[src/rtl/ysyx_22041211_exec_ctrl_pkg.sv]
// Shared definitions for the ysyx_22041211 execution controller.
// Holds the sequencer state encoding, the reset PC and the decoder
// store/load/branch type codes that the controller inspects.
package ysyx_22041211_exec_ctrl_pkg;

  localparam logic [31:0] RESET_PC_DEFAULT = 32'h8000_0000;

  typedef enum logic [2:0] {
    CTRL_IDLE       = 3'd0,
    CTRL_FETCH_REQ  = 3'd1,
    CTRL_FETCH_WAIT = 3'd2,
    CTRL_EXEC       = 3'd3,
    CTRL_MEM_REQ    = 3'd4,
    CTRL_MEM_WAIT   = 3'd5,
    CTRL_WB         = 3'd6
  } ctrl_state_e;

  localparam logic [1:0] STORE_INVALID = 2'd0;
  localparam logic [1:0] STORE_SB      = 2'd1;
  localparam logic [1:0] STORE_SH      = 2'd2;
  localparam logic [1:0] STORE_SW      = 2'd3;

  localparam logic [2:0] LOAD_INVALID  = 3'd0;
  localparam logic [2:0] LOAD_LB       = 3'd1;
  localparam logic [2:0] LOAD_LH       = 3'd2;
  localparam logic [2:0] LOAD_LW       = 3'd3;

  localparam logic [2:0] BRANCH_INVALID = 3'd0;
  localparam logic [2:0] BRANCH_BEQ     = 3'd1;
  localparam logic [2:0] BRANCH_BNE     = 3'd2;

  // True when the decoded instruction needs a data-memory phase.
  function automatic logic is_mem_op(input logic [1:0] store_type,
                                     input logic [2:0] load_type);
    return (store_type != STORE_INVALID) || (load_type != LOAD_INVALID);
  endfunction

endpackage

[src/rtl/ysyx_22041211_exec_ctrl_if.sv]
// Bundle of every non-clock/reset signal of the execution controller.
// master: the controller (drives fetch/data requests, PC, IR, strobes).
// slave : the memories plus decoder/ALU datapath surrounding it.
//   ifu_*  : instruction fetch valid/ready request and response
//   lsu_*  : data-memory valid/ready request (with store flag) and response
//   dec_*  : decoder outputs for the held instruction, alu_zero_i from ALU
//   pc_o, inst_o, reg_wen_o, retire_o, state_o : controller status
interface ysyx_22041211_exec_ctrl_if;
  logic        ifu_req_valid_o;
  logic        ifu_req_ready_i;
  logic        ifu_rsp_valid_i;
  logic [31:0] ifu_rsp_data_i;
  logic [31:0] pc_o;
  logic [31:0] inst_o;
  logic        dec_wd_i;
  logic [1:0]  dec_store_type_i;
  logic [2:0]  dec_load_type_i;
  logic        dec_jmp_flag_i;
  logic [31:0] dec_jmp_target_i;
  logic [2:0]  dec_branch_type_i;
  logic [31:0] dec_branch_target_i;
  logic        alu_zero_i;
  logic        lsu_req_valid_o;
  logic        lsu_req_ready_i;
  logic        lsu_wen_o;
  logic        lsu_rsp_valid_i;
  logic        reg_wen_o;
  logic        retire_o;
  logic [2:0]  state_o;

  modport master (
    output ifu_req_valid_o, pc_o, inst_o, lsu_req_valid_o, lsu_wen_o,
           reg_wen_o, retire_o, state_o,
    input  ifu_req_ready_i, ifu_rsp_valid_i, ifu_rsp_data_i, dec_wd_i,
           dec_store_type_i, dec_load_type_i, dec_jmp_flag_i, dec_jmp_target_i,
           dec_branch_type_i, dec_branch_target_i, alu_zero_i,
           lsu_req_ready_i, lsu_rsp_valid_i
  );

  modport slave (
    input  ifu_req_valid_o, pc_o, inst_o, lsu_req_valid_o, lsu_wen_o,
           reg_wen_o, retire_o, state_o,
    output ifu_req_ready_i, ifu_rsp_valid_i, ifu_rsp_data_i, dec_wd_i,
           dec_store_type_i, dec_load_type_i, dec_jmp_flag_i, dec_jmp_target_i,
           dec_branch_type_i, dec_branch_target_i, alu_zero_i,
           lsu_req_ready_i, lsu_rsp_valid_i
  );
endinterface

[src/rtl/ysyx_22041211_next_pc.sv]
// Combinational next-PC select: jump > taken BEQ > sequential.
//   pc_i            : current PC
//   jmp_flag_i/jmp_target_i       : jal/jalr redirect (bit 0 cleared)
//   branch_type_i/branch_target_i : decoded branch and its target
//   alu_zero_i      : ALU compare result, BEQ taken when set
//   next_pc_o       : PC to commit at writeback
module ysyx_22041211_next_pc
  import ysyx_22041211_exec_ctrl_pkg::*;
(
  input  logic [31:0] pc_i,
  input  logic        jmp_flag_i,
  input  logic [31:0] jmp_target_i,
  input  logic [2:0]  branch_type_i,
  input  logic [31:0] branch_target_i,
  input  logic        alu_zero_i,
  output logic [31:0] next_pc_o
);

  // Priority mux; the +4 wraps naturally at 32 bits.
  always_comb begin
    next_pc_o = pc_i + 32'd4;
    if (jmp_flag_i) begin
      next_pc_o = jmp_target_i & 32'hFFFF_FFFE;
    end else if ((branch_type_i == BRANCH_BEQ) && alu_zero_i) begin
      next_pc_o = branch_target_i;
    end else begin
      next_pc_o = pc_i + 32'd4;
    end
  end

endmodule

[src/rtl/ysyx_22041211_exec_ctrl.sv]
// Multi-cycle sequencer: fetch, execute, optional data-memory phase,
// writeback. Owns the PC and instruction register.
//   clk : core clock, rising edge
//   rst : asynchronous active-high reset (state IDLE, pc RESET_PC, inst 0)
//   bus : master side of ysyx_22041211_exec_ctrl_if
module ysyx_22041211_exec_ctrl
  import ysyx_22041211_exec_ctrl_pkg::*;
#(
  parameter logic [31:0] RESET_PC = RESET_PC_DEFAULT
) (
  input logic                       clk,
  input logic                       rst,
  ysyx_22041211_exec_ctrl_if.master bus
);

  ctrl_state_e state_r;
  ctrl_state_e next_state_s;
  logic [31:0] pc_r;
  logic [31:0] inst_r;
  logic [31:0] next_pc_s;
  logic        store_op_s;
  logic        ifu_req_valid_s;
  logic        lsu_req_valid_s;
  logic        lsu_wen_s;
  logic        reg_wen_s;
  logic        retire_s;

  assign store_op_s = (bus.dec_store_type_i != STORE_INVALID);

  ysyx_22041211_next_pc u_next_pc (
    .pc_i            (pc_r),
    .jmp_flag_i      (bus.dec_jmp_flag_i),
    .jmp_target_i    (bus.dec_jmp_target_i),
    .branch_type_i   (bus.dec_branch_type_i),
    .branch_target_i (bus.dec_branch_target_i),
    .alu_zero_i      (bus.alu_zero_i),
    .next_pc_o       (next_pc_s)
  );

  // State register.
  always_ff @(posedge clk or posedge rst) begin
    if (rst) begin
      state_r <= CTRL_IDLE;
    end else begin
      state_r <= next_state_s;
    end
  end

  // Next-state logic; responses outside their WAIT state are ignored.
  always_comb begin
    next_state_s = state_r;
    case (state_r)
      CTRL_IDLE: next_state_s = CTRL_FETCH_REQ;
      CTRL_FETCH_REQ: begin
        if (bus.ifu_req_ready_i) next_state_s = CTRL_FETCH_WAIT;
        else                     next_state_s = CTRL_FETCH_REQ;
      end
      CTRL_FETCH_WAIT: begin
        if (bus.ifu_rsp_valid_i) next_state_s = CTRL_EXEC;
        else                     next_state_s = CTRL_FETCH_WAIT;
      end
      CTRL_EXEC: begin
        if (is_mem_op(bus.dec_store_type_i, bus.dec_load_type_i)) next_state_s = CTRL_MEM_REQ;
        else                                                      next_state_s = CTRL_WB;
      end
      CTRL_MEM_REQ: begin
        if (bus.lsu_req_ready_i) next_state_s = CTRL_MEM_WAIT;
        else                     next_state_s = CTRL_MEM_REQ;
      end
      CTRL_MEM_WAIT: begin
        if (bus.lsu_rsp_valid_i) next_state_s = CTRL_WB;
        else                     next_state_s = CTRL_MEM_WAIT;
      end
      CTRL_WB: next_state_s = CTRL_FETCH_REQ;
      default: next_state_s = CTRL_IDLE;
    endcase
  end

  // PC commits on WB exit; IR loads only on the fetch response.
  always_ff @(posedge clk or posedge rst) begin
    if (rst) begin
      pc_r   <= RESET_PC;
      inst_r <= 32'h0000_0000;
    end else begin
      if ((state_r == CTRL_FETCH_WAIT) && bus.ifu_rsp_valid_i) begin
        inst_r <= bus.ifu_rsp_data_i;
      end
      if (state_r == CTRL_WB) begin
        pc_r <= next_pc_s;
      end
    end
  end

  // Moore output decode; reg_wen also needs the held decoder's wd.
  always_comb begin
    ifu_req_valid_s = 1'b0;
    lsu_req_valid_s = 1'b0;
    lsu_wen_s       = 1'b0;
    reg_wen_s       = 1'b0;
    retire_s        = 1'b0;
    case (state_r)
      CTRL_FETCH_REQ: ifu_req_valid_s = 1'b1;
      CTRL_MEM_REQ: begin
        lsu_req_valid_s = 1'b1;
        lsu_wen_s       = store_op_s;
      end
      CTRL_MEM_WAIT: lsu_wen_s = store_op_s;
      CTRL_WB: begin
        reg_wen_s = bus.dec_wd_i;
        retire_s  = 1'b1;
      end
      default: begin
        ifu_req_valid_s = 1'b0;
        lsu_req_valid_s = 1'b0;
      end
    endcase
  end

  assign bus.ifu_req_valid_o = ifu_req_valid_s;
  assign bus.lsu_req_valid_o = lsu_req_valid_s;
  assign bus.lsu_wen_o       = lsu_wen_s;
  assign bus.reg_wen_o       = reg_wen_s;
  assign bus.retire_o        = retire_s;
  assign bus.pc_o            = pc_r;
  assign bus.inst_o          = inst_r;
  assign bus.state_o         = state_r;

endmodule

[src/flat_wrapper.sv]
// flat-port wrapper written by rule: the top's interface ports become plain ports
module ysyx_22041211_exec_ctrl_flat import ysyx_22041211_exec_ctrl_pkg::*;
#(
  parameter logic [31:0] RESET_PC = RESET_PC_DEFAULT
)
  (clk, rst, bus_ifu_req_valid_o, bus_pc_o, bus_inst_o, bus_lsu_req_valid_o, bus_lsu_wen_o, bus_reg_wen_o, bus_retire_o, bus_state_o, bus_ifu_req_ready_i, bus_ifu_rsp_valid_i, bus_ifu_rsp_data_i, bus_dec_wd_i, bus_dec_store_type_i, bus_dec_load_type_i, bus_dec_jmp_flag_i, bus_dec_jmp_target_i, bus_dec_branch_type_i, bus_dec_branch_target_i, bus_alu_zero_i, bus_lsu_req_ready_i, bus_lsu_rsp_valid_i);
  ysyx_22041211_exec_ctrl_if bus_i ();
  input logic clk;
  input logic rst;
  output wire logic [$bits(bus_i.ifu_req_valid_o)-1:0] bus_ifu_req_valid_o;
  output wire logic [$bits(bus_i.pc_o)-1:0] bus_pc_o;
  output wire logic [$bits(bus_i.inst_o)-1:0] bus_inst_o;
  output wire logic [$bits(bus_i.lsu_req_valid_o)-1:0] bus_lsu_req_valid_o;
  output wire logic [$bits(bus_i.lsu_wen_o)-1:0] bus_lsu_wen_o;
  output wire logic [$bits(bus_i.reg_wen_o)-1:0] bus_reg_wen_o;
  output wire logic [$bits(bus_i.retire_o)-1:0] bus_retire_o;
  output wire logic [$bits(bus_i.state_o)-1:0] bus_state_o;
  input wire logic [$bits(bus_i.ifu_req_ready_i)-1:0] bus_ifu_req_ready_i;
  input wire logic [$bits(bus_i.ifu_rsp_valid_i)-1:0] bus_ifu_rsp_valid_i;
  input wire logic [$bits(bus_i.ifu_rsp_data_i)-1:0] bus_ifu_rsp_data_i;
  input wire logic [$bits(bus_i.dec_wd_i)-1:0] bus_dec_wd_i;
  input wire logic [$bits(bus_i.dec_store_type_i)-1:0] bus_dec_store_type_i;
  input wire logic [$bits(bus_i.dec_load_type_i)-1:0] bus_dec_load_type_i;
  input wire logic [$bits(bus_i.dec_jmp_flag_i)-1:0] bus_dec_jmp_flag_i;
  input wire logic [$bits(bus_i.dec_jmp_target_i)-1:0] bus_dec_jmp_target_i;
  input wire logic [$bits(bus_i.dec_branch_type_i)-1:0] bus_dec_branch_type_i;
  input wire logic [$bits(bus_i.dec_branch_target_i)-1:0] bus_dec_branch_target_i;
  input wire logic [$bits(bus_i.alu_zero_i)-1:0] bus_alu_zero_i;
  input wire logic [$bits(bus_i.lsu_req_ready_i)-1:0] bus_lsu_req_ready_i;
  input wire logic [$bits(bus_i.lsu_rsp_valid_i)-1:0] bus_lsu_rsp_valid_i;
  assign bus_ifu_req_valid_o = bus_i.ifu_req_valid_o;
  assign bus_pc_o = bus_i.pc_o;
  assign bus_inst_o = bus_i.inst_o;
  assign bus_lsu_req_valid_o = bus_i.lsu_req_valid_o;
  assign bus_lsu_wen_o = bus_i.lsu_wen_o;
  assign bus_reg_wen_o = bus_i.reg_wen_o;
  assign bus_retire_o = bus_i.retire_o;
  assign bus_state_o = bus_i.state_o;
  assign bus_i.ifu_req_ready_i = bus_ifu_req_ready_i;
  assign bus_i.ifu_rsp_valid_i = bus_ifu_rsp_valid_i;
  assign bus_i.ifu_rsp_data_i = bus_ifu_rsp_data_i;
  assign bus_i.dec_wd_i = bus_dec_wd_i;
  assign bus_i.dec_store_type_i = bus_dec_store_type_i;
  assign bus_i.dec_load_type_i = bus_dec_load_type_i;
  assign bus_i.dec_jmp_flag_i = bus_dec_jmp_flag_i;
  assign bus_i.dec_jmp_target_i = bus_dec_jmp_target_i;
  assign bus_i.dec_branch_type_i = bus_dec_branch_type_i;
  assign bus_i.dec_branch_target_i = bus_dec_branch_target_i;
  assign bus_i.alu_zero_i = bus_alu_zero_i;
  assign bus_i.lsu_req_ready_i = bus_lsu_req_ready_i;
  assign bus_i.lsu_rsp_valid_i = bus_lsu_rsp_valid_i;
  ysyx_22041211_exec_ctrl #(.RESET_PC(RESET_PC)) u_core (.clk(clk), .rst(rst), .bus(bus_i));
endmodule
[config.mk]
export PLATFORM = sky130hd
export DESIGN_NAME = ysyx_22041211_exec_ctrl_flat
export DESIGN_NICKNAME = d
export VERILOG_FILES = /design/src/rtl/ysyx_22041211_exec_ctrl_pkg.sv /design/src/rtl/ysyx_22041211_exec_ctrl_if.sv /design/src/rtl/ysyx_22041211_next_pc.sv /design/src/rtl/ysyx_22041211_exec_ctrl.sv /design/src/flat_wrapper.sv
export SDC_FILE = /design/constraint.sdc
export NUM_CORES = 1
export LEC_CHECK = 0
export ABC_AREA = 1
export BUFFER_PORTS_ARGS = -buffer_cell sky130_fd_sc_hd__buf_4
export CAP_MARGIN = 15
export CORE_MARGIN = 2
export CORE_UTILIZATION = 35
export CTS_CLUSTER_DIAMETER = 120
export DETAILED_ROUTE_END_ITERATION = 8
export GPL_ROUTABILITY_DRIVEN = 0
export REMOVE_ABC_BUFFERS = 1
export SKIP_CTS_REPAIR_TIMING = 1
export SYNTH_ARGS = -nofsm -noshare
export SYNTH_HDL_FRONTEND = slang
export SYNTH_SLANG_ARGS = --single-unit
[constraint.sdc]
create_clock -name clk -period 2.9 [get_ports clk]
set_clock_uncertainty 0.2 [all_clocks]
set_input_delay 0.145 -clock clk [delete_from_list [all_inputs] [get_ports clk]]
set_output_delay 0.145 -clock clk [all_outputs]
set_load 0.05 [all_outputs]
## Word-level counts from Yosys, hierarchy flattened

Index checks and enable logic that the tools add are counted.
W data, S select, Z words.

- Flip-flop bits (word level): 67
- Output and inout bits: 72

- Add/subtract/negate cells: 1
- Equality and inequality tests: 7
- Multiplexer cells: 13
- Reduce and logical (&&, ||, !) cells: 8

Operator list:

| cell | number |
|---|---|
| $mux W32 | 2 |
| $add A32 B3 Y32 const B | 1 |
| $pmux W3 S6 | 1 |
| $eq A3 B3 Y1 const B | 3 |
| $mux W1 | 7 |
| $eq A3 B1 Y1 const B | 2 |
| $eq A3 B2 Y1 const B | 2 |
| $mux W2 | 3 |
| $reduce_or A2 Y1 | 2 |
| $logic_not A3 Y1 | 1 |
| $reduce_bool A3 Y1 | 1 |
| $logic_and A1 B1 Y1 | 2 |
| $reduce_bool A2 Y1 | 1 |
| $logic_or A1 B1 Y1 | 1 |

## Longest topological paths before layout

Gate-level depths: netlist (run 1).

- Depth in word-level cells: 4
- Depth in mapped cells: 10

## Cells and area by module

Synthesis (run 1) repeated with hierarchy kept, for this count alone.

- Cell total of the unflattened synthesis: 671
- Area total of the unflattened synthesis: 4473.0 um2

By module, submodules not included:

| module | instances | cells an instance | area an instance (um2) |
|---|---|---|---|
| ysyx_22041211_exec_ctrl | 1 | 313 | 2894.0 |
| ysyx_22041211_next_pc | 1 | 358 | 1579.0 |

## Least setup slack after synthesis (run 1)

OpenSTA, ideal clock, no wires.

- Path kind: reg2reg
- From: register u_core.state_r[0], in the netlist u_core.bus.state_o[0]
- To: register u_core.state_r[1], in the netlist u_core.bus.state_o[1]
- Data arrival time: 2.291 ns
- Data required time: 2.584 ns
- Slack: 0.294 ns
- Cell stages (with the launch flop): 5
- Clock period less this slack: 2.606 ns
- Cell sequence: dfrtp_1 -> inv_1 -> nor3_1 -> a22oi_1 -> o311ai_0

- Word-level cells in the longest chain between the ends: 3
- Elaborated cells on any way between the ends: 9

Ends and longest elaborated chain:

| what | line | RTL |
|---|---|---|
| from (decl) | ysyx_22041211_exec_ctrl.sv:16 | `ctrl_state_e state_r;` |
| from (signal assigned) | ysyx_22041211_exec_ctrl.sv:45 | `state_r <= next_state_s;` |
| $eq A3 B3 Y1 / $logic_not A3 Y1 (equally long branches) | ysyx_22041211_exec_ctrl.sv:52 | `case (state_r)` |
| $reduce_or A2 Y1 (no source line) | n/a |  |
| $pmux W3 S6 (*) | ysyx_22041211_exec_ctrl.sv:52 |  |
| net u_core.next_state_s[1] | ysyx_22041211_exec_ctrl.sv:17 | `ctrl_state_e next_state_s;` |

The timed path passes the listed nets; every way through them passes the cells marked *.
A chain may end at the register's enable or synchronous reset.

## Worst setup path after layout (run 1)

- From: register u_core.pc_r[3], in the netlist u_core.bus.pc_o[3]
- To: register u_core.pc_r[26], in the netlist u_core.bus.pc_o[26]

- Word-level cells in the longest chain between the ends: 3

Ends and longest elaborated chain:

| what | line | RTL |
|---|---|---|
| from (decl) | ysyx_22041211_exec_ctrl.sv:18 | `logic [31:0] pc_r;` |
| from (signal assigned) | ysyx_22041211_exec_ctrl.sv:89 | `pc_r <= next_pc_s;` |
| $add A32 B3 Y32 | n/a |  |
| $mux W32 | ysyx_22041211_next_pc.sv:24 | `end else if ((branch_type_i == BRANCH_BEQ) && alu_zero_i) begin` |
| $mux W32 | ysyx_22041211_next_pc.sv:22 | `if (jmp_flag_i) begin` |

Every way passes these cells.

==> results of run 1 <==
-- kinds of logic after synthesis --
kind of cell / count (synthesis)
flip-flops: 67
XOR/XNOR: 4
adder cells (fa/ha/maj): 1
buffers and inverters: 71
multiplexers: 32
AND/OR/NAND/NOR: 298
AO/OA/AOI/OAI: 79
-- state kept, by name (all words and copies together) (netlist names) --
| name | flops |
|---|---|
| u_core.bus.state_o | 3 |
| u_core.bus.inst_o | 32 |
| u_core.bus.pc_o | 32 |
-- per-stage QoR --
stage / setup TNS, ns / instance area (µm²) / utilization (%)
after global routing: 0 / 6750 / 58.6
after global placement: 0 / 5660 / 49.2
after floorplan: -0.492 / 4060 / -
final: 0 / 6750 / 58.6
after CTS: 0 / 6010 / 52.2
after detailed placement: 0 / 5660 / 49.2
-- synth_stat cells, types with 2 or more instances --
| library cell | instances | area, µm² |
|---|---|---|
| sky130_fd_sc_hd__nand2_1 | 177 | 664 |
| sky130_fd_sc_hd__dfrtp_1 | 66 | 1650 |
| sky130_fd_sc_hd__inv_1 | 49 | 184 |
| sky130_fd_sc_hd__nand3_1 | 48 | 240 |
| sky130_fd_sc_hd__nor2_1 | 48 | 180 |
| sky130_fd_sc_hd__a21oi_1 | 33 | 165 |
| sky130_fd_sc_hd__mux2_2 | 30 | 338 |
| sky130_fd_sc_hd__o21ai_0 | 14 | 70.1 |
| sky130_fd_sc_hd__buf_2 | 9 | 45.0 |
| sky130_fd_sc_hd__clkbuf_1 | 9 | 33.8 |
| sky130_fd_sc_hd__a22oi_1 | 8 | 60.1 |
| sky130_fd_sc_hd__o211ai_1 | 7 | 52.6 |
| sky130_fd_sc_hd__nand2_2 | 5 | 31.3 |
| sky130_fd_sc_hd__nor2_2 | 5 | 31.3 |
| sky130_fd_sc_hd__nor2_4 | 5 | 56.3 |
| sky130_fd_sc_hd__a21boi_1 | 4 | 30.0 |
| sky130_fd_sc_hd__and2_1 | 4 | 25.0 |
| sky130_fd_sc_hd__a31oi_1 | 3 | 18.8 |
| sky130_fd_sc_hd__xor2_1 | 3 | 26.3 |
| sky130_fd_sc_hd__a21boi_2 | 2 | 22.5 |
| sky130_fd_sc_hd__inv_2 | 2 | 7.51 |
| sky130_fd_sc_hd__mux2_1 | 2 | 22.5 |
| sky130_fd_sc_hd__nand2_4 | 2 | 22.5 |
| sky130_fd_sc_hd__nor3_1 | 2 | 10.0 |
| sky130_fd_sc_hd__o221ai_1 | 2 | 17.5 |
-- cell type report --
class                           count  share of cell area (%)
Clock buffer                       10                    3.39
Clock inverter                      6                    1.69
Inverter                           52                    2.89
Multi-Input combinational cell    414                    32.4
Sequential cell                    67                    24.9
Tap cell                          143                    2.65
Timing Repair Buffer              262                    32.1
-- layer usage --
layer	vias up	wire, µm	part of all wire [%]	GRT usage, %
met2	182	7040	49	36.0
li1	2312	-	-	-
met3	13	1280	9.0	7.18
met1	2106	5740	40	25.4
met5	-	0	0	0
met4	0	191	1.3	5.53
-- report_power, final --
group	switching (W)	internal, W
combinational	0.00294	0.00155
sequential	0.000490	0.00140
clock	0.000431	0.000842
-- path summary, 6_finish.rpt --
check / depth (start not counted) / end / from / slack (ns)
max: 11 / u_core.bus.pc_o[26]$_DFFE_PP0P_ / u_core.bus.pc_o[3]$_DFFE_PP0P_ / 0.45
min: 3 / u_core.bus.pc_o[16]$_DFFE_PP0P_ / bus_dec_jmp_target_i[16] / -0.04
max in group asynchronous: 4 / u_core.bus.inst_o[21]$_DFFE_PP0P_ / rst / 1.48
min in group asynchronous: 3 / u_core.bus.inst_o[5]$_DFFE_PP0P_ / rst / 0.33
max reg2reg: 11 / u_core.bus.pc_o[26]$_DFFE_PP0P_ / u_core.bus.pc_o[3]$_DFFE_PP0P_ / 0.45
min reg2reg: 1 / u_core.bus.inst_o[18]$_DFFE_PP0P_ / u_core.bus.inst_o[18]$_DFFE_PP0P_ / 0.29
-- tightest hold or removal path, cell delays in order --
cell                      delay [ns]
sky130_fd_sc_hd__buf_4          0.08
sky130_fd_sc_hd__a21oi_1        0.06
sky130_fd_sc_hd__a22oi_1        0.14
==> flow_summary.rst, run 1 <==
.. list-table::
   :header-rows: 1

   * - Metric
     - Value
   * - Status
     - finished with violations
   * - Violations in the final reports
     - design-rule violations, negative hold slack
   * - Overall Power
     - around 0.0077 W
   * - Main combinational cell family by area after synthesis
     - simple AND/OR/NAND/NOR gates
   * - Sum of net half-perimeters after detailed placement
     - about 9.9 mm
   * - Compound-gate portion of the synthesized area
     - roughly an eighth
   * - Num rows
     - 39
   * - Tmin final
     - approximately 2.4 ns
   * - Total leakage power
     - around 3.5 nW
   * - Number of flops mapped to enable cells by yosys
     - 0
   * - Dominant register cell in the synthesized netlist
     - sky130_fd_sc_hd__dfrtp_1
   * - Die Y-Extent
     - approximately 110 µm
   * - Ys async rst share
     - 100%
   * - Count of mapped cells out of synthesis
     - around 550
   * - Area of all sequential standard cells
     - about 1700 µm²
   * - Number of standard cells in the layout, taps in and fillers out
     - 954
   * - Number of fill cells in the layout
     - about 1,100
   * - Overflow left after global routing
     - 0
   * - Bufs on Longest Clock Path
     - 2
   * - Hold crit path type
     - in2reg
   * - Worst Hold Slack
     - -0.0388 ns
   * - Global routing usage summed across all routing layers
     - between 20% and 30%
   * - Yosys synthesis warning count
     - 0
   * - Total count of hold-check failures in the final report
     - 14
   * - Final period util
     - roughly 84%
   * - Drt via density
     - ~4.8
   * - Kind of capture point of the worst setup path
     - register
   * - Pin slew with the least headroom to its limit
     - 0.792 ns
   * - Achievable Freq
     - 409 MHz
   * - Simple-Gate Fraction of Synth Area
     - between 30 and 40%
   * - Number of max-cap violations
     - 0
   * - Wire length of the first global-routing pass
     - 21.8 mm
   * - Number of buffer and inverter instances along the worst setup path
     - 3
   * - Antenna-violating nets left
     - 0
   * - Slowest-stage cell, CP
     - sky130_fd_sc_hd__dlygate4sd3_1
   * - Category of the most critical setup path
     - reg2reg
   * - Post-synthesis mux area share
     - 8.69%
   * - Area overhead of the layout relative to synthesis
     - 62.7%
   * - Largest net degree at the start of global routing
     - ~50
   * - Total wire length
     - about 14 mm
   * - Delay-heaviest family, CP
     - buffers and inverters
   * - Number of different library cells in the post-synthesis netlist
     - 38
   * - Adder-cell share of the synthesized area
     - less than 1%
   * - Clock tree from TritonCTS
     - done
   * - DRC marker count from the first detailed-route iteration
     - around 250
   * - Number of sinks driven by the clock tree
     - 67
   * - Number of pins with negative max-slew slack in the final report
     - 0
   * - Ports placed on the boundary
     - 185
   * - Setup Viol. Count Final
     - 0
   * - Cell-by-cell listing of the critical path
     - ha_1 -> inv_1 -> nor2_8 -> nand2_2 -> inv_1 -> nand2_1 -> nand2_1 -> nand3_1 -> nand2_1 -> a21oi_1 -> dlygate4sd3_1
   * - Area of the mapped netlist
     - 4150 µm²
   * - Clock Latency Late Sink
     - roughly 0.33 ns
   * - Starting Density
     - around 36%
   * - RSZ-0062 raised after global routing
     - false
   * - Req. time, crit path
     - about 2.9 ns
   * - Average instance area after synthesis
     - 7.51 µm²
   * - Number of levels the H-tree was split into
     - 3
   * - Largest fanout on the critical path
     - 9
   * - Drt pass-1 iters
     - 8
   * - Clock transition time at the flip-flop clock pins of the worst setup and hold paths
     - around 0.06 ns
   * - Via count
     - 4,613
   * - Critical path launch point type
     - register
   * - Clock buffers created by TritonCTS
     - 9
   * - Delay of the slowest cell on the worst path
     - approximately 0.55 ns
   * - Number of buffers added on ports
     - approximately 180
   * - Minimum setup slack in the final design
     - between 0.4 and 0.5 ns
   * - Seq cells post-synth
     - 67
   * - Pwr/cell area
     - about 1100 nW/µm²
   * - Most common library cell in the layout ignoring fill and taps
     - sky130_fd_sc_hd__buf_4
   * - Post-synthesis xor/xnor area fraction
     - less than 1%
   * - Worst IR drop on VDD
     - just over 800 µV
   * - Pre-CTS worst setup slack
     - 1.03 ns
   * - Die Outline Area
     - 12,700 µm²
   * - Worst slew margin relative to its limit
     - roughly 47%
   * - Remaining design rule violation count
     - 13
   * - Core box area
     - 11,500 µm²
   * - Number of antenna violations at the first check in global routing
     - 0
   * - Crit path DAT
     - 2.46 ns
   * - Crit path top cell by count
     - sky130_fd_sc_hd__nand2_1
   * - Number of global-route vias before repair
     - 4,520
   * - Layout net count
     - 920
   * - CTS root buf
     - sky130_fd_sc_hd__clkbuf_16
   * - Highest-count cells in the layout ignoring fill and taps
     - sky130_fd_sc_hd__buf_4 (187), sky130_fd_sc_hd__nand2_1 (177), sky130_fd_sc_hd__dlygate4sd3_1 (74)
   * - Wire length per cell after detailed routing
     - 14.9 µm
   * - Sequential fraction of the synthesis area
     - between 40% and 50%
   * - Number of antenna cells inserted
     - 0
   * - Area occupied by multi-input gates
     - about 2200 µm²
   * - Number of placed instances with taps included
     - approximately 860
   * - Fraction of layout instances using a drive strength above 1
     - between 30% and 40%
   * - Overall die width
     - between 100 and 150 µm
No activity file was read; power rests on OpenSTA's default activity.
==> inputs of run 2 (changes only) <==
--- a/config.mk
+++ b/config.mk
@@ -5,7 +5,7 @@
 export SDC_FILE = /design/constraint.sdc
 export NUM_CORES = 1
 export LEC_CHECK = 0
-export ABC_AREA = 1
+export ABC_AREA = 0
 export BUFFER_PORTS_ARGS = -buffer_cell sky130_fd_sc_hd__buf_4
 export CAP_MARGIN = 15
 export CORE_MARGIN = 2
@@ -13,6 +13,7 @@
 export CTS_CLUSTER_DIAMETER = 120
 export DETAILED_ROUTE_END_ITERATION = 8
 export GPL_ROUTABILITY_DRIVEN = 0
+export PLACE_DENSITY = 0.66
 export REMOVE_ABC_BUFFERS = 1
 export SKIP_CTS_REPAIR_TIMING = 1
 export SYNTH_ARGS = -nofsm -noshare
==> constraint.sdc (replaced) <==
create_clock -name clk -period 2 [get_ports clk]
set_clock_uncertainty 0.2 [all_clocks]
set_input_delay 0.1 -clock clk [delete_from_list [all_inputs] [get_ports clk]]
set_output_delay 0.1 -clock clk [all_outputs]
set_load 0.05 [all_outputs]
==> run 2 against run 1 <==
Net effect: the run ends with negative hold slack left; total power grew 17%; synthesized area shrank 7.8%; clock power is essentially flat; count of clock-buffer cells in the layout is the same; wire length shrank 6.1%; global-route usage shrank 0.80 points; sequential share of layout area grew 0.65 points; non-clock buffer count grew 32; register-to-register slack lost 0.34 ns; critical path type is now reg2out; critical endpoint is now bus_reg_wen_o.
==> flow_summary.rst, run 2 <==
.. list-table::
   :header-rows: 1

   * - Metric
     - Value
   * - Status
     - finished with violations
   * - Violations in the final reports
     - negative hold slack
   * - Worst IR drop on VDD
     - roughly 880 µV
   * - CTS root buf
     - sky130_fd_sc_hd__clkbuf_8
   * - Ports placed on the boundary
     - about 190
   * - Slowest-stage cell, CP
     - sky130_fd_sc_hd__dfrtp_1
   * - Reg2Reg Setup Slack
     - 0.11 ns
   * - Core box area
     - ~11,000 µm²
   * - Starting Density
     - 35.6%
   * - Proportion of power drawn by combinational gates
     - between 50% and 60%
   * - RSZ-0062 raised after global routing
     - true
   * - Layout net count
     - 800
   * - Wire length per cell after detailed routing
     - about 16 µm
   * - Total wire length
     - approximately 13 mm
   * - Number of antenna cells inserted
     - 0
   * - Pwr/cell area
     - around 1400 nW/µm²
   * - Crit path DAT
     - 1.60 ns
   * - Area of the mapped netlist
     - approximately 3800 µm²
   * - Overflow left after global routing
     - 0
   * - Reg-to-reg critical path endpoint
     - u_core.bus.pc_o[20]$_DFFE_PP0P_
   * - Clock tree from TritonCTS
     - done
   * - Achievable Freq
     - between 500 and 600 MHz
   * - Die Y-Extent
     - ~110 µm
   * - Clock transition time at the flip-flop clock pins of the worst setup and hold paths
     - 0.07 ns
   * - Global routing usage summed across all routing layers
     - approximately a fifth
   * - Most common cell in the netlist
     - sky130_fd_sc_hd__dfrtp_1
   * - Worst Hold Slack
     - -0.0383 ns
   * - Number of pins with negative max-slew slack in the final report
     - 0
   * - Yosys synthesis warning count
     - 0
   * - Pin slew with the least headroom to its limit
     - a little over 0.5 ns
   * - Area occupied by multi-input gates
     - between 2000 and 2500 µm²
   * - Final period util
     - a little over nine tenths
   * - Bufs on Longest Clock Path
     - 2
   * - Total leakage power
     - between 3 and 4 nW
   * - Number of buffers added on ports
     - between 150 and 200
   * - Count of mapped cells out of synthesis
     - 407
   * - Number of levels the H-tree was split into
     - 3
   * - Number of flops mapped to enable cells by yosys
     - 0
   * - Number of different library cells in the post-synthesis netlist
     - 54
   * - Worst flop-to-flop path startpoint
     - u_core.bus.pc_o[3]$_DFFE_PP0P_
   * - Antenna-violating nets left
     - 0
   * - Highest-count cells in the layout ignoring fill and taps
     - sky130_fd_sc_hd__buf_4 (215), sky130_fd_sc_hd__dlygate4sd3_1 (76), sky130_fd_sc_hd__dfrtp_1 (66)
   * - Die Outline Area
     - 11,800 µm²
   * - Largest fanout on the critical path
     - 9
   * - Average instance area after synthesis
     - ~9.4 µm²
   * - DRC marker count from the first detailed-route iteration
     - slightly below 200
   * - Cell depth of the worst flop-to-flop path
     - 7
   * - Part of the power in the clock network
     - about 14%
   * - Seq cells post-synth
     - between 60 and 70
   * - Setup TNS
     - 0 ns
   * - Remaining design rule violation count
     - 0
   * - Kind of capture point of the worst setup path
     - output port
   * - Hold crit path type
     - in2reg
   * - Net switching power
     - between 0.004 and 0.005 W
   * - Drt pass-1 iters
     - 4
   * - Critical path launch point type
     - register
   * - Commonest cells in the synthesized netlist
     - sky130_fd_sc_hd__dfrtp_1 (66), sky130_fd_sc_hd__nand2_1 (40), sky130_fd_sc_hd__a21oi_1 (39)
   * - Cell-by-cell listing of the critical path
     - nand3b_1 -> inv_4 -> and2_1 -> buf_4
   * - Wire length of the first global-routing pass
     - around 19 mm
   * - Overall die width
     - ~110 µm
   * - Hold path startpoint
     - bus_dec_branch_target_i[3]
   * - Dominant register cell in the synthesized netlist
     - sky130_fd_sc_hd__dfrtp_1
   * - Number of fill cells in the layout
     - 872
   * - Portion of synthesized cell area occupied by the leading cell type
     - around 43%
   * - Category of the most critical setup path
     - reg2out
   * - Tmin final
     - about 1.9 ns
   * - Biggest area consumer among synthesized cells
     - sky130_fd_sc_hd__dfrtp_1
   * - Clock buffers created by TritonCTS
     - 9
   * - Total count of hold-check failures in the final report
     - 4
   * - Num rows
     - 38
   * - Sum of net half-perimeters after detailed placement
     - 9.22 mm
   * - Setup Viol. Count Final
     - 0
   * - Register share of total power
     - 27.9%
   * - Number of sinks driven by the clock tree
     - between 60 and 70
   * - Delay-heaviest family, CP
     - simple AND/OR/NAND/NOR gates
   * - Worst slew margin relative to its limit
     - 65.6%
   * - Hold path cells
     - 5
   * - Fraction of layout instances using a drive strength above 1
     - 37.1%
   * - Ys async rst share
     - between 90% and 100%
   * - Area of all sequential standard cells
     - approximately 1700 µm²
   * - Number of antenna violations at the first check in global routing
     - 0
   * - Delay of the slowest cell on the worst path
     - a little over 0.4 ns
   * - Number of buffer and inverter instances along the worst setup path
     - 2
   * - Drt via density
     - around 5.2
   * - Area overhead of the layout relative to synthesis
     - 71.8%
   * - Clock Latency Late Sink
     - ~0.35 ns
   * - Number of max-cap violations
     - 0
   * - Internal Pwr Total
     - 0.00450 W
   * - Top post-synthesis cells by area
     - sky130_fd_sc_hd__dfrtp_1 (43%), sky130_fd_sc_hd__mux2_1 (9.4%), sky130_fd_sc_hd__a21oi_1 (5.1%)
   * - Via count
     - roughly 4,300
   * - Most common library cell in the layout ignoring fill and taps
     - sky130_fd_sc_hd__buf_4
   * - Largest net degree at the start of global routing
     - between 60 and 70
   * - Terminating pin of the worst hold path
     - u_core.bus.pc_o[3]$_DFFE_PP0P_
   * - Sequential fraction of the synthesis area
     - around 44%
   * - Overall Power
     - between 0.008 and 0.009 W
   * - Switching Fraction
     - between 40% and 50%
   * - Number of global-route vias before repair
     - roughly 3,800
   * - Req. time, crit path
     - 1.70 ns
run 2: cell count changes after synthesis, moves of 13 or more:
| cell | change |
|---|---|
| sky130_fd_sc_hd__mux2_1 | +30 |
| sky130_fd_sc_hd__o21ai_1 | +15 |
| sky130_fd_sc_hd__and3_1 | +13 |
| sky130_fd_sc_hd__inv_1 | -43 |
| sky130_fd_sc_hd__mux2_2 | -30 |
| sky130_fd_sc_hd__nand3_1 | -28 |
| sky130_fd_sc_hd__nand2_1 | -137 |
| sky130_fd_sc_hd__nor2_1 | -15 |
run 2: worst max path at each step:
| stage | from | endpoint | slack [ns] | depth (start not counted) |
|---|---|---|---|---|
| 2_1_floorplan | u_core.bus.state_o[2]$_DFF_PP0_ | bus_reg_wen_o | -1.05 | 3 |
| 3_3_place_gp | u_core.bus.pc_o[2]$_DFFE_PP0P_ | u_core.bus.pc_o[20]$_DFFE_PP0P_ | 0.10 | 7 |
| 3_5_place_dp | u_core.bus.pc_o[2]$_DFFE_PP0P_ | u_core.bus.pc_o[20]$_DFFE_PP0P_ | 0.06 | 7 |
| 4_1_cts | u_core.bus.pc_o[2]$_DFFE_PP0P_ | u_core.bus.pc_o[20]$_DFFE_PP0P_ | 0.04 | 7 |
| 5_1_grt | u_core.bus.pc_o[5]$_DFFE_PP0P_ | u_core.bus.pc_o[21]$_DFFE_PP0P_ | -0.06 | 5 |
| 6_report | u_core.bus.state_o[0]$_DFF_PP0_ | bus_reg_wen_o | 0.10 | 4 |
run 2: logic make-up after synthesis:
kind of cell | Yosys count | synth area share, %
and+or+nand+nor | 146 | 21.0
AOI/OAI and AO/OA | 113 | 18.4
DFF | 67 | 43.9
buffers and inverters | 34 | 3.73
muxes | 34 | 9.94
xor gates and xnor gates | 12 | 2.75
adders and majority gates | 1 | 0.327
run 2: layout make-up:
type                       instances  share of cell area [%]
clock inverter                     5                    1.18
sequential                        67                    25.5
multi-input combinational        306                    31.0
clock buffer                      10                    2.09
tap                              140                    2.66
timing repair buffer             294                    37.0
inverter                           8                   0.495
run 2: tightest hold or removal path: cells and delay by family:
kind,cells,cell delay (ns)
AO/OA/AOI/OAI,3,0.22
AND/OR/NAND/NOR,1,0.04
buffers and inverters,1,0.11
run 2: power by group through the flow:
stage / clock [W] / sequential, W / combinational [W]
after floorplan: 0 / 0.00460 / 0.00109
after global placement: 0 / 0.00247 / 0.00501
after detailed placement: 0 / 0.00250 / 0.00507
after CTS: 0.00128 / 0.00248 / 0.00507
after global routing: 0.00134 / 0.00259 / 0.00549
final: 0.00125 / 0.00249 / 0.00520
run 2: stage by stage:
step	setup slack [ns]	std cells	utilization [%]	instance area [µm²]
2_1_floorplan	-1.05	381	-	3710
3_3_place_gp	0.103	739	51.8	5570
3_5_place_dp	0.0602	739	51.8	5570
4_1_cts	0.0449	754	53.8	5780
5_1_grt	-0.0586	830	61.2	6580
6_report	0.104	830	61.2	6580
run 2: metal layers:
metal / GRT usage [%] / vias up / share of wire (%)
met2: 33.2 / 177 / 47
met4: 7.05 / 0 / 1.3
met1: 25.6 / 2061 / 43
met3: 5.49 / 17 / 8.7
met5: 0 / - / 0
li1: - / 2045 / -
==> inputs of run 3 (changes only) <==
==> constraint.sdc (replaced) <==
create_clock -name clk -period 2 [get_ports clk]
set_clock_uncertainty 0.2 [all_clocks]
set_input_delay 0.2 -clock clk [delete_from_list [all_inputs] [get_ports clk]]
set_output_delay 0.2 -clock clk [all_outputs]
set_load 0.05 [all_outputs]
==> run 3 against run 2 <==
Net effect: the run still ends with negative hold slack left; maximum frequency down 0.64%; non-clock buffer count down 30; utilization down 3.1 points; via count down 4.3%; first-iteration DRC count up 16%; worst setup slack worse by 0.012 ns; critical endpoint is now u_core.bus.pc_o[19]$_DFFE_PP0P_; largest cell class unchanged.
==> flow_summary.rst, run 3 (synthesis results as in run 2) <==
.. list-table::
   :header-rows: 1

   * - Metric
     - Value
   * - Violations in the final reports
     - negative hold slack
   * - Overflow left after global routing
     - 0
   * - Starting Density
     - a little over a third
   * - Clock transition time at the flip-flop clock pins of the worst setup and hold paths
     - ~0.07 ns
   * - Num rows
     - 38
   * - Area post-placement
     - around 5600 µm²
   * - Critical path startpoint
     - u_core.bus.pc_o[5]$_DFFE_PP0P_
   * - Minimum setup slack in the final design
     - 0.0914 ns
   * - Clock Latency Late Sink
     - 0.33 ns
   * - Cell depth of the worst flop-to-flop path
     - 5
   * - Global routing usage summed across all routing layers
     - between 20% and 30%
   * - Pin slew with the least headroom to its limit
     - around 0.42 ns
   * - Ports placed on the boundary
     - between 150 and 200
   * - Setup Viol. Count Final
     - 0
   * - Most common library cell in the layout ignoring fill and taps
     - sky130_fd_sc_hd__buf_4
   * - Total count of hold-check failures in the final report
     - 4
   * - Number of global-route vias before repair
     - about 3,900
   * - Antenna-violating nets left
     - 0
   * - Drt pass-1 iters
     - 4
   * - CTS root buf
     - sky130_fd_sc_hd__clkbuf_8
   * - Bufs on Longest Clock Path
     - 2
   * - Crit path DAT
     - between 1.5 and 2 ns
   * - Pwr/cell area
     - ~1400 nW/µm²
   * - Kind of capture point of the worst setup path
     - register
   * - Worst Hold Slack
     - -0.0227 ns
   * - Met1 track demand over resource
     - approximately 27%
   * - Worst IR drop on VDD
     - 1050 µV
   * - Hold path cells
     - 3
   * - Most heavily used metal layer in global routing
     - met2
   * - Critical path launch point type
     - register
   * - Fraction of layout instances using a drive strength above 1
     - a little under two fifths
   * - Status
     - finished with violations
   * - Number of buffers added on ports
     - 183
   * - Wire length per cell after detailed routing
     - about 16 µm
   * - Largest fanout on the critical path
     - 5
   * - Worst slew margin relative to its limit
     - 71.7%
   * - Pre-CTS worst setup slack
     - around 0.099 ns
   * - Total wire length
     - roughly 13 mm
   * - Remaining design rule violation count
     - 0
   * - Drt via density
     - around 5
   * - Die Y-Extent
     - between 100 and 150 µm
   * - Hold path startpoint
     - bus_dec_branch_target_i[1]
   * - Clock buffers created by TritonCTS
     - 9
   * - Slowest-stage cell, CP
     - sky130_fd_sc_hd__dfrtp_1
   * - Layout net count
     - 770
   * - Die Outline Area
     - 11,800 µm²
   * - Delay of the slowest cell on the worst path
     - 0.45 ns
   * - Number of levels the H-tree was split into
     - 3
   * - Tmin final
     - about 1.9 ns
   * - DRC marker count from the first detailed-route iteration
     - around 230
   * - Number of max-cap violations
     - 0
   * - Final period util
     - 95.4%
   * - Hold crit path type
     - in2reg
   * - RSZ-0062 raised after global routing
     - true
   * - GRT met3 Usage
     - about 4.6%
   * - Via count
     - 4,117
   * - Overall die width
     - 109 µm
   * - Number of antenna violations at the first check in global routing
     - 0
   * - Total leakage power
     - around 3 nW
   * - Global-route track usage on met2
     - between 30 and 40%
   * - Number of antenna cells inserted
     - 0
   * - Category of the most critical setup path
     - reg2reg
   * - Number of sinks driven by the clock tree
     - 67
   * - Cell-by-cell listing of the critical path
     - nand4_2 -> nor4_4 -> nand3_1 -> xor2_1 -> o221ai_1
   * - Number of pins with negative max-slew slack in the final report
     - 0
   * - Worst flop-to-flop path startpoint
     - u_core.bus.pc_o[5]$_DFFE_PP0P_
   * - Clock tree from TritonCTS
     - done
   * - Finished Cell Area
     - roughly 6200 µm²
   * - Core box area
     - 10,700 µm²
   * - Req. time, crit path
     - between 2 and 2.5 ns
   * - Sum of net half-perimeters after detailed placement
     - just over 9 mm
   * - Largest net degree at the start of global routing
     - slightly below 70
   * - Wire length of the first global-routing pass
     - between 15 and 20 mm
   * - Area overhead of the layout relative to synthesis
     - 63.1%
   * - Highest-count cells in the layout ignoring fill and taps
     - sky130_fd_sc_hd__buf_4 (214), sky130_fd_sc_hd__dfrtp_1 (66), sky130_fd_sc_hd__dlygate4sd3_1 (46)
   * - Achievable Freq
     - between 500 and 600 MHz
   * - Overall Power
     - roughly 0.0087 W
[run 3: cell count changes in the layout (fill, tap and decap cells not counted), moves of 2 or more]
cell | before | now
sky130_fd_sc_hd__dlygate4sd3_1 | 76 | 46
sky130_fd_sc_hd__nor4_2 | 2 | 0
sky130_fd_sc_hd__bufinv_16 | 2 | 0
sky130_fd_sc_hd__nor4_1 | 0 | 2
[run 3: worst max-delay path: cells and delay by family (launching register included)]
kind	cells	cell delay, ns
xor gates and xnor gates	1	0.18
DFF	1	0.45
and+or+nand+nor	3	0.83
AOI/OAI and AO/OA	1	0.13
[run 3: layout make-up]
| class | count | area [µm²] |
|---|---|---|
| clock buffer | 12 | 155 |
| clock inverter | 4 | 25.0 |
| fill | 932 | 4500 |
| inverter | 8 | 35.0 |
| multi-input combinational | 306 | 2030 |
| sequential | 67 | 1680 |
| tap | 140 | 175 |
| timing repair buffer | 264 | 2150 |
[run 3: through the flow]
step / instances / hold WS [ns] / TNS [ns] / utilization (%)
2_1_floorplan: 381 / 0.135 / -60.24 / -
3_3_place_gp: 738 / 0.113 / 0 / 51.9
3_5_place_dp: 738 / 0.112 / 0 / 51.9
4_1_cts: 754 / -0.257 / -0.103 / 53.6
5_1_grt: 801 / 0.000287 / -0.152 / 58.1
6_report: 801 / -0.0227 / 0 / 58.1
[run 3: final timing paths]
path / to / slack [ns]
setup / recovery: u_core.bus.pc_o[19]$_DFFE_PP0P_ / 0.09
hold / removal: u_core.bus.pc_o[1]$_DFFE_PP0P_ / -0.02
setup reg to reg: u_core.bus.pc_o[19]$_DFFE_PP0P_ / 0.09
hold reg to reg: u_core.bus.inst_o[19]$_DFFE_PP0P_ / 0.29
max in group asynchronous: u_core.bus.pc_o[31]$_DFFE_PP1P_ / 0.97
min in group asynchronous: u_core.bus.inst_o[10]$_DFFE_PP0P_ / 0.30
[run 3: per-layer routing]
metal | vias to the layer above | part of all wire (%)
met4 | 0 | 0.85
met3 | 11 | 8.5
met1 | 1936 | 43
met5 | - | 0
li1 | 1988 | -
met2 | 182 | 48
[run 3: power by group]
part	internal (W)	total (W)	switching, W
Sequential	0.00196	0.00248	0.000525
Combinational	0.00178	0.00516	0.00338
Clock	0.000514	0.00103	0.000520
